`src/rtl/upe_pkg.sv`:
```
// Shared types and sizing helpers for the uncertainty-propagation engine.
package upe_pkg;

   typedef enum logic [1:0] {
      IDLE,
      RUN,
      DRAIN,
      DONE
   } upe_state_t;

   // Pipeline flush cycles after the last term, counted down to zero.
   localparam int DRAIN_CYC = 2;

   // Result width: one W*W*W product plus growth for N*N accumulated terms.
   function automatic int zw(input int n, input int w);
      return 3*w - 2 + $clog2(n*n);
   endfunction

   function automatic int nterms(input int n, input logic sym);
      return sym ? (n*(n+1))/2 : n*n;
   endfunction

endpackage

```
`src/rtl/upe_mac.sv`:
```
// Two-stage signed multiply pipeline (g_a*g_b, then *c) feeding an accumulator.
module upe_mac #(
   parameter int W  = 16,
   parameter int ZW = 48
) (
   input  logic                 clk,
   input  logic                 rst_n,
   input  logic                 clr,
   input  logic                 vin,
   input  logic signed [W-1:0]  g_a,
   input  logic signed [W-1:0]  g_b,
   input  logic signed [W-1:0]  c,
   input  logic                 dbl,
   output logic signed [ZW-1:0] acc
);

   localparam int P1W = 2*W;
   localparam int EW  = (ZW > 3*W) ? ZW : 3*W;

   logic                  v1;
   logic                  v2;
   logic                  dbl1;
   logic signed [P1W-1:0] p1;
   logic signed [W-1:0]   c1;
   logic signed [ZW-1:0]  p2;
   logic signed [EW-1:0]  prod;
   logic signed [EW-1:0]  prod_x;

   // The true product magnitude never exceeds 2^(3W-3), so the doubled
   // value always fits in ZW bits.
   always_comb begin
      prod   = EW'(p1) * EW'(c1);
      prod_x = dbl1 ? (prod <<< 1) : prod;
   end

   always_ff @(posedge clk) begin
      if (!rst_n || clr) begin
         v1   <= 1'b0;
         v2   <= 1'b0;
         dbl1 <= 1'b0;
         p1   <= '0;
         c1   <= '0;
         p2   <= '0;
         acc  <= '0;
      end else begin
         v1   <= vin;
         dbl1 <= dbl;
         p1   <= P1W'(g_a) * P1W'(g_b);
         c1   <= c;
         v2   <= v1;
         p2   <= prod_x[ZW-1:0];
         if (v2) begin
            acc <= acc + p2;
         end
      end
   end

endmodule

```
`src/rtl/upe_seq.sv`:
```
// Sequential propagated-variance engine: var_z = g^T * C * g, one matrix term
// per cycle through a shared multiply pipeline, valid/ready on both sides.
//
// state | meaning
// IDLE  | in_ready high; operands latched on in_valid
// RUN   | one (i,j) term issued per cycle
// DRAIN | flushing the multiply/accumulate pipeline
// DONE  | out_valid high until out_ready
module upe_seq
   import upe_pkg::*;
#(
   parameter  int N  = 2,
   parameter  int W  = 16,
   localparam int ZW = zw(N, W)
) (
   input  logic                 clk,
   input  logic                 rst_n,
   input  logic                 in_valid,
   output logic                 in_ready,
   input  logic                 sym,
   input  logic [N*W-1:0]       grad,
   input  logic [N*N*W-1:0]     cov,
   output logic                 out_valid,
   input  logic                 out_ready,
   output logic signed [ZW-1:0] var_z,
   output logic                 busy
);

   localparam int IW = (N > 1) ? $clog2(N) : 1;
   localparam int CW = (N > 1) ? $clog2(N*N) : 1;
   localparam int TW = $clog2(N*N + 1);
   localparam int DW = 2;

   upe_state_t           state;
   upe_state_t           state_n;
   logic signed [W-1:0]  g_q [N];
   logic signed [W-1:0]  c_q [N*N];
   logic                 sym_q;
   logic [IW-1:0]        idx_i;
   logic [IW-1:0]        idx_j;
   logic [CW-1:0]        cidx;
   logic [TW-1:0]        term_cnt;
   logic [DW-1:0]        drain_cnt;
   logic                 accept;
   logic                 issue;
   logic                 last_term;
   logic                 dbl;
   logic signed [W-1:0]  op_a;
   logic signed [W-1:0]  op_b;
   logic signed [W-1:0]  op_c;
   logic signed [ZW-1:0] acc;

   assign accept    = (state == IDLE) && in_valid;
   assign issue     = (state == RUN);
   assign last_term = (term_cnt == TW'(1));

   always_comb begin
      cidx = CW'(idx_i) * CW'(N) + CW'(idx_j);
      op_a = g_q[idx_i];
      op_b = g_q[idx_j];
      op_c = c_q[cidx];
      dbl  = sym_q && (idx_i != idx_j);
   end

   always_comb begin
      state_n = state;
      case (state)
         IDLE:    if (in_valid)           state_n = RUN;
         RUN:     if (last_term)          state_n = DRAIN;
         DRAIN:   if (drain_cnt == '0)    state_n = DONE;
         DONE:    if (out_ready)          state_n = IDLE;
         default:                         state_n = IDLE;
      endcase
   end

   // Operand latches only load on the accept edge; later input changes are ignored.
   always_ff @(posedge clk) begin
      if (accept) begin
         for (int k = 0; k < N; k++) begin
            g_q[k] <= grad[k*W +: W];
         end
         for (int k = 0; k < N*N; k++) begin
            c_q[k] <= cov[k*W +: W];
         end
      end
   end

   always_ff @(posedge clk) begin
      if (!rst_n) begin
         state     <= IDLE;
         in_ready  <= 1'b1;
         out_valid <= 1'b0;
         busy      <= 1'b0;
         var_z     <= '0;
         sym_q     <= 1'b0;
         idx_i     <= '0;
         idx_j     <= '0;
         term_cnt  <= '0;
         drain_cnt <= '0;
      end else begin
         state     <= state_n;
         in_ready  <= (state_n == IDLE);
         out_valid <= (state_n == DONE);
         busy      <= (state_n == RUN) || (state_n == DRAIN);
         if ((state_n == DONE) && (state != DONE)) begin
            var_z <= acc;
         end
         case (state)
            IDLE: begin
               if (in_valid) begin
                  sym_q    <= sym;
                  idx_i    <= '0;
                  idx_j    <= '0;
                  term_cnt <= TW'(nterms(N, sym));
               end
            end
            RUN: begin
               term_cnt <= term_cnt - TW'(1);
               if (last_term) begin
                  drain_cnt <= DW'(DRAIN_CYC);
               end
               // Row wrap: symmetric walk restarts on the diagonal of the next row.
               if (idx_j == IW'(N-1)) begin
                  idx_i <= idx_i + IW'(1);
                  idx_j <= sym_q ? (idx_i + IW'(1)) : '0;
               end else begin
                  idx_j <= idx_j + IW'(1);
               end
            end
            DRAIN: begin
               if (drain_cnt != '0) begin
                  drain_cnt <= drain_cnt - DW'(1);
               end
            end
            default: ;
         endcase
      end
   end

   upe_mac #(
      .W  (W),
      .ZW (ZW)
   ) u_mac (
      .clk   (clk),
      .rst_n (rst_n),
      .clr   (accept),
      .vin   (issue),
      .g_a   (op_a),
      .g_b   (op_b),
      .c     (op_c),
      .dbl   (dbl),
      .acc   (acc)
   );

endmodule

```
`config.mk`:
```
export PLATFORM = sky130hd
export DESIGN_NAME = upe_seq
export DESIGN_NICKNAME = d
export VERILOG_FILES = /design/src/rtl/upe_pkg.sv /design/src/rtl/upe_mac.sv /design/src/rtl/upe_seq.sv
export SDC_FILE = /design/constraint.sdc
export NUM_CORES = 2
export LEC_CHECK = 0
export CORE_UTILIZATION = 55
export CTS_CLUSTER_DIAMETER = 30
export CTS_CLUSTER_SIZE = 10
export DETAILED_ROUTE_END_ITERATION = 10
export PLACE_DENSITY = 0.87
export SLEW_MARGIN = 15
export SYNTH_ARGS = -nofsm -noshare
export SYNTH_HDL_FRONTEND = slang
export SYNTH_SLANG_ARGS = --single-unit
export TNS_END_PERCENT = 10
```
`constraint.sdc`:
```
create_clock -name clk -period 7.3 [get_ports clk]
set_input_delay 1.46 -clock clk [delete_from_list [all_inputs] [get_ports clk]]
set_output_delay 1.46 -clock clk [all_outputs]
set_load 0.02 [all_outputs]
```
==> flow_metrics.tcl <==
set metrics [dict create \
    yosys.area.top_type "fa_1" \
    pre_cts_ws_ns 0.358 \
    holdCritPathClass "flip-flop to flip-flop" \
    crit_chain "buf_12, mux2_2, nand2_1, fa_1, inv_1, fa_1, inv_1, fa_1, fa_1, inv_1, fa_1, fa_1, ha_1, nand2_1, a2111oi_1, a211oi_1, buf_4, a21oi_1, a211o_1, a41oi_1, o21bai_1, o22ai_1, xor2_1, nor2_1" \
    clk_latency_ns 0.63 \
    ant_nets 0 \
    post-route-period-util 0.955 \
    cts_tree "yes" \
    portBuffers 151 \
    slew_violations 0 \
    dieHeight_um 275 \
    layout_min_cycle_time_ns 6.97 \
    status "finished, final reports clean" \
    cp-end-kind "flip-flop" \
    grt_use_total 0.285 \
    synthCells 4384 \
    ys_types 82 \
    io-pin-count 152 \
    drcViolationCount 0 \
    vias 31200 \
    worstPathMaxFanout 32 \
    critPathRequiredTime_ns 7.77 \
    wire_per_inst_um 18.8 \
    slew_headroom 0.292 \
    critPathLaunchType "flip-flop" \
    hpwl_um 81200 \
    stdcell_area_um2 45700 \
    cpMostUsedCell "fa_1" \
    dr.pass1.iters 5 \
    overflow 0 \
    die_width_um 275 \
    worstMarginPinSlew_ns 1.06 \
    routed_wl_um 104000 \
    postCtsSetupRepairBufs 0 \
    finalSetupViolations 0 \
    layout.nets 5628 \
    rows 99 \
    finalWorstSetupSlack_ns 0.329 \
    synth_edf_count 96 \
    area_delta_synth_final_pct 11.9 \
    crit_family "adder cells" \
    root_buffer "clkbuf_16" \
    antenna_found_initial 0 \
    critPathSlowestCell "fa_1" \
    fin_skew_ns 0.0423 \
    rsz0062_at_grt "true" \
    vias_per_cell 5.65 \
    syn_area_per_cell_um2 9.32 \
    grt_pass1_vias 33600 \
    synth_nets 5486 \
    fp.coreArea_um2 73200 \
    fmax_ghz 0.143 \
    seq_area_frac_synth 0.173 \
    clock-sinks 306 \
    post_dp_cell_area_um2 43800 \
    cap_violations 0 \
    crit_type "flip-flop to flip-flop" \
    syn-cell-area_um2 40800 \
    grt_start_max_net_pins 77 \
    drive_above_1_share 0.0619 \
    die-area_um2 75400 \
    n_antenna_cell 0 \
    setup_tns_ns 0 \
    clockBufferDepth 3 \
    nFillCells 5560 \
    gp_routability_congestion 1.01 \
    path_buf_inv 5 \
    numCtsBuffers 55 \
    placed_cells 5428 \
    async_flop_share 0 \
    final_hold_viol_count 0 \
    initial_core_util 0.558 \
    synth_area_leaders "fa_1 37%, dfxtp_1 10%, inv_1 8.2%" \
    yosys.area.top_type_share 0.367 \
    htreeDepth 2 \
    grt_first_pass_wirelength_um 170000 \
    drt_iter0_markers 2617 \
    yosys_register_bits 306 \
    final_cells 5531 \
    critPathMaxStageDelay_ns 0.58 \
    yosys_warnings 0 \
    critical_path_arrival_ns 7.45 \
    synth_flop_cell "dfxtp_1" \
    clkTransAtPathRegs_ns 0.05 \
]
==> registers in the layout, summed over array words and instances (netlist names), 2 cells and up, named ones only <==
signal,cells
c_q,64
drain_cnt,2
g_q,32
state,2
term_cnt,3
u_mac.acc,48
u_mac.c1,16
u_mac.p1,32
u_mac.p2,48
var_z,48
==> routing by layer <==
| layer | part of all wire | up-vias | GRT usage |
|---|---|---|---|
| met4 | 0.044 | 0 | 0.122 |
| met3 | 0.085 | 351 | 0.0546 |
| met1 | 0.39 | 15600 | 0.359 |
| met2 | 0.49 | 1452 | 0.479 |
| met5 | 0 | - | 0 |
| li1 | - | 13800 | - |
==> cell usage in the layout, fill, tap and decap left out, types with 45 or more instances in the layout <==
cell,Yosys,routed
nor2_1,277,277
a21oi_1,123,123
clkbuf_16,0,55
fa_1,749,749
a21o_1,47,47
buf_4,1,98
clkdlybuf4s50_1,0,150
edfxtp_1,96,96
o21ai_0,69,69
xor2_1,45,45
a21boi_0,57,57
xnor2_1,75,75
dfxtp_1,210,207
inv_1,889,888
nand2_1,608,607
ha_1,252,252
mux2i_1,79,78
and2_1,221,221
==> cells by family (layout without fill, tap and decap cells) <==
logic type | after synthesis | count (layout) | synth area share
flops | 306 | 306 | 0.173
simple gates | 1290 | 1290 | 0.143
mux | 127 | 127 | 0.0370
compound gates | 479 | 479 | 0.0785
fa+ha+maj | 1001 | 1001 | 0.444
xor+xnor | 121 | 121 | 0.0261
buf+inv | 1060 | 1248 | 0.0976
==> Yosys cell counts, types with 39 or more instances <==
| master | n |
|---|---|
| a21boi_0 | 57 |
| a21oi_1 | 123 |
| xnor2_1 | 75 |
| fa_1 | 749 |
| dfxtp_1 | 210 |
| and2_1 | 221 |
| edfxtp_1 | 96 |
| a21o_1 | 47 |
| clkbuf_1 | 146 |
| nor2_1 | 277 |
| o21ai_0 | 69 |
| nand2_1 | 608 |
| mux2i_1 | 79 |
| xor2_1 | 45 |
| and3_1 | 39 |
| ha_1 | 252 |
| inv_1 | 889 |
==> worst min-delay path: stages, from the launching register on <==
cell	delay, ns
dfxtp_1	0.30
nand2_1	0.04
a21boi_0	0.06
==> cell type report <==
class	count	area, um2	share of cell area
multi-input cells	3018	29800	0.652
flip-flops and latches	306	7090	0.155
inverters	892	3350	0.0733
repair buffers	253	2320	0.0508
clock buffers	65	1450	0.0318
well taps	959	1200	0.0262
clock inverters	38	509	0.0111
==> stage by stage <==
| step | hold slack (ns) | util |
|---|---|---|
| after floorplan | 0.437 | - |
| after global placement | 0.445 | 0.598 |
| after detailed placement | 0.456 | 0.598 |
| after CTS | 0.463 | 0.624 |
| after global routing | 0.472 | 0.625 |
| final | 0.460 | 0.625 |
==> path summary, 6_finish.rpt <==
check | cells past startpoint | slack, ns | end | start
max reg2reg | 24 | 0.33 | u_mac.p1[30]$_SDFF_PP0_ | flip-flop
max | 24 | 0.33 | u_mac.p1[30]$_SDFF_PP0_ | flip-flop
min reg2reg | 2 | 0.46 | var_z[42]$_SDFFE_PN0P_ | var_z[42]$_SDFFE_PN0P_
min | 2 | 0.46 | var_z[42]$_SDFFE_PN0P_ | var_z[42]$_SDFFE_PN0P_
==> what timing repair did <==
item	4_1_cts	5_1_grt
gates resized for setup	0	4
hold buffers	0	0
endpoints found under the setup margin	0	3
Power is left out: the tool's default activity adds up to more than one toggle a clock period on the data nets, which glitch-free logic cannot reach.
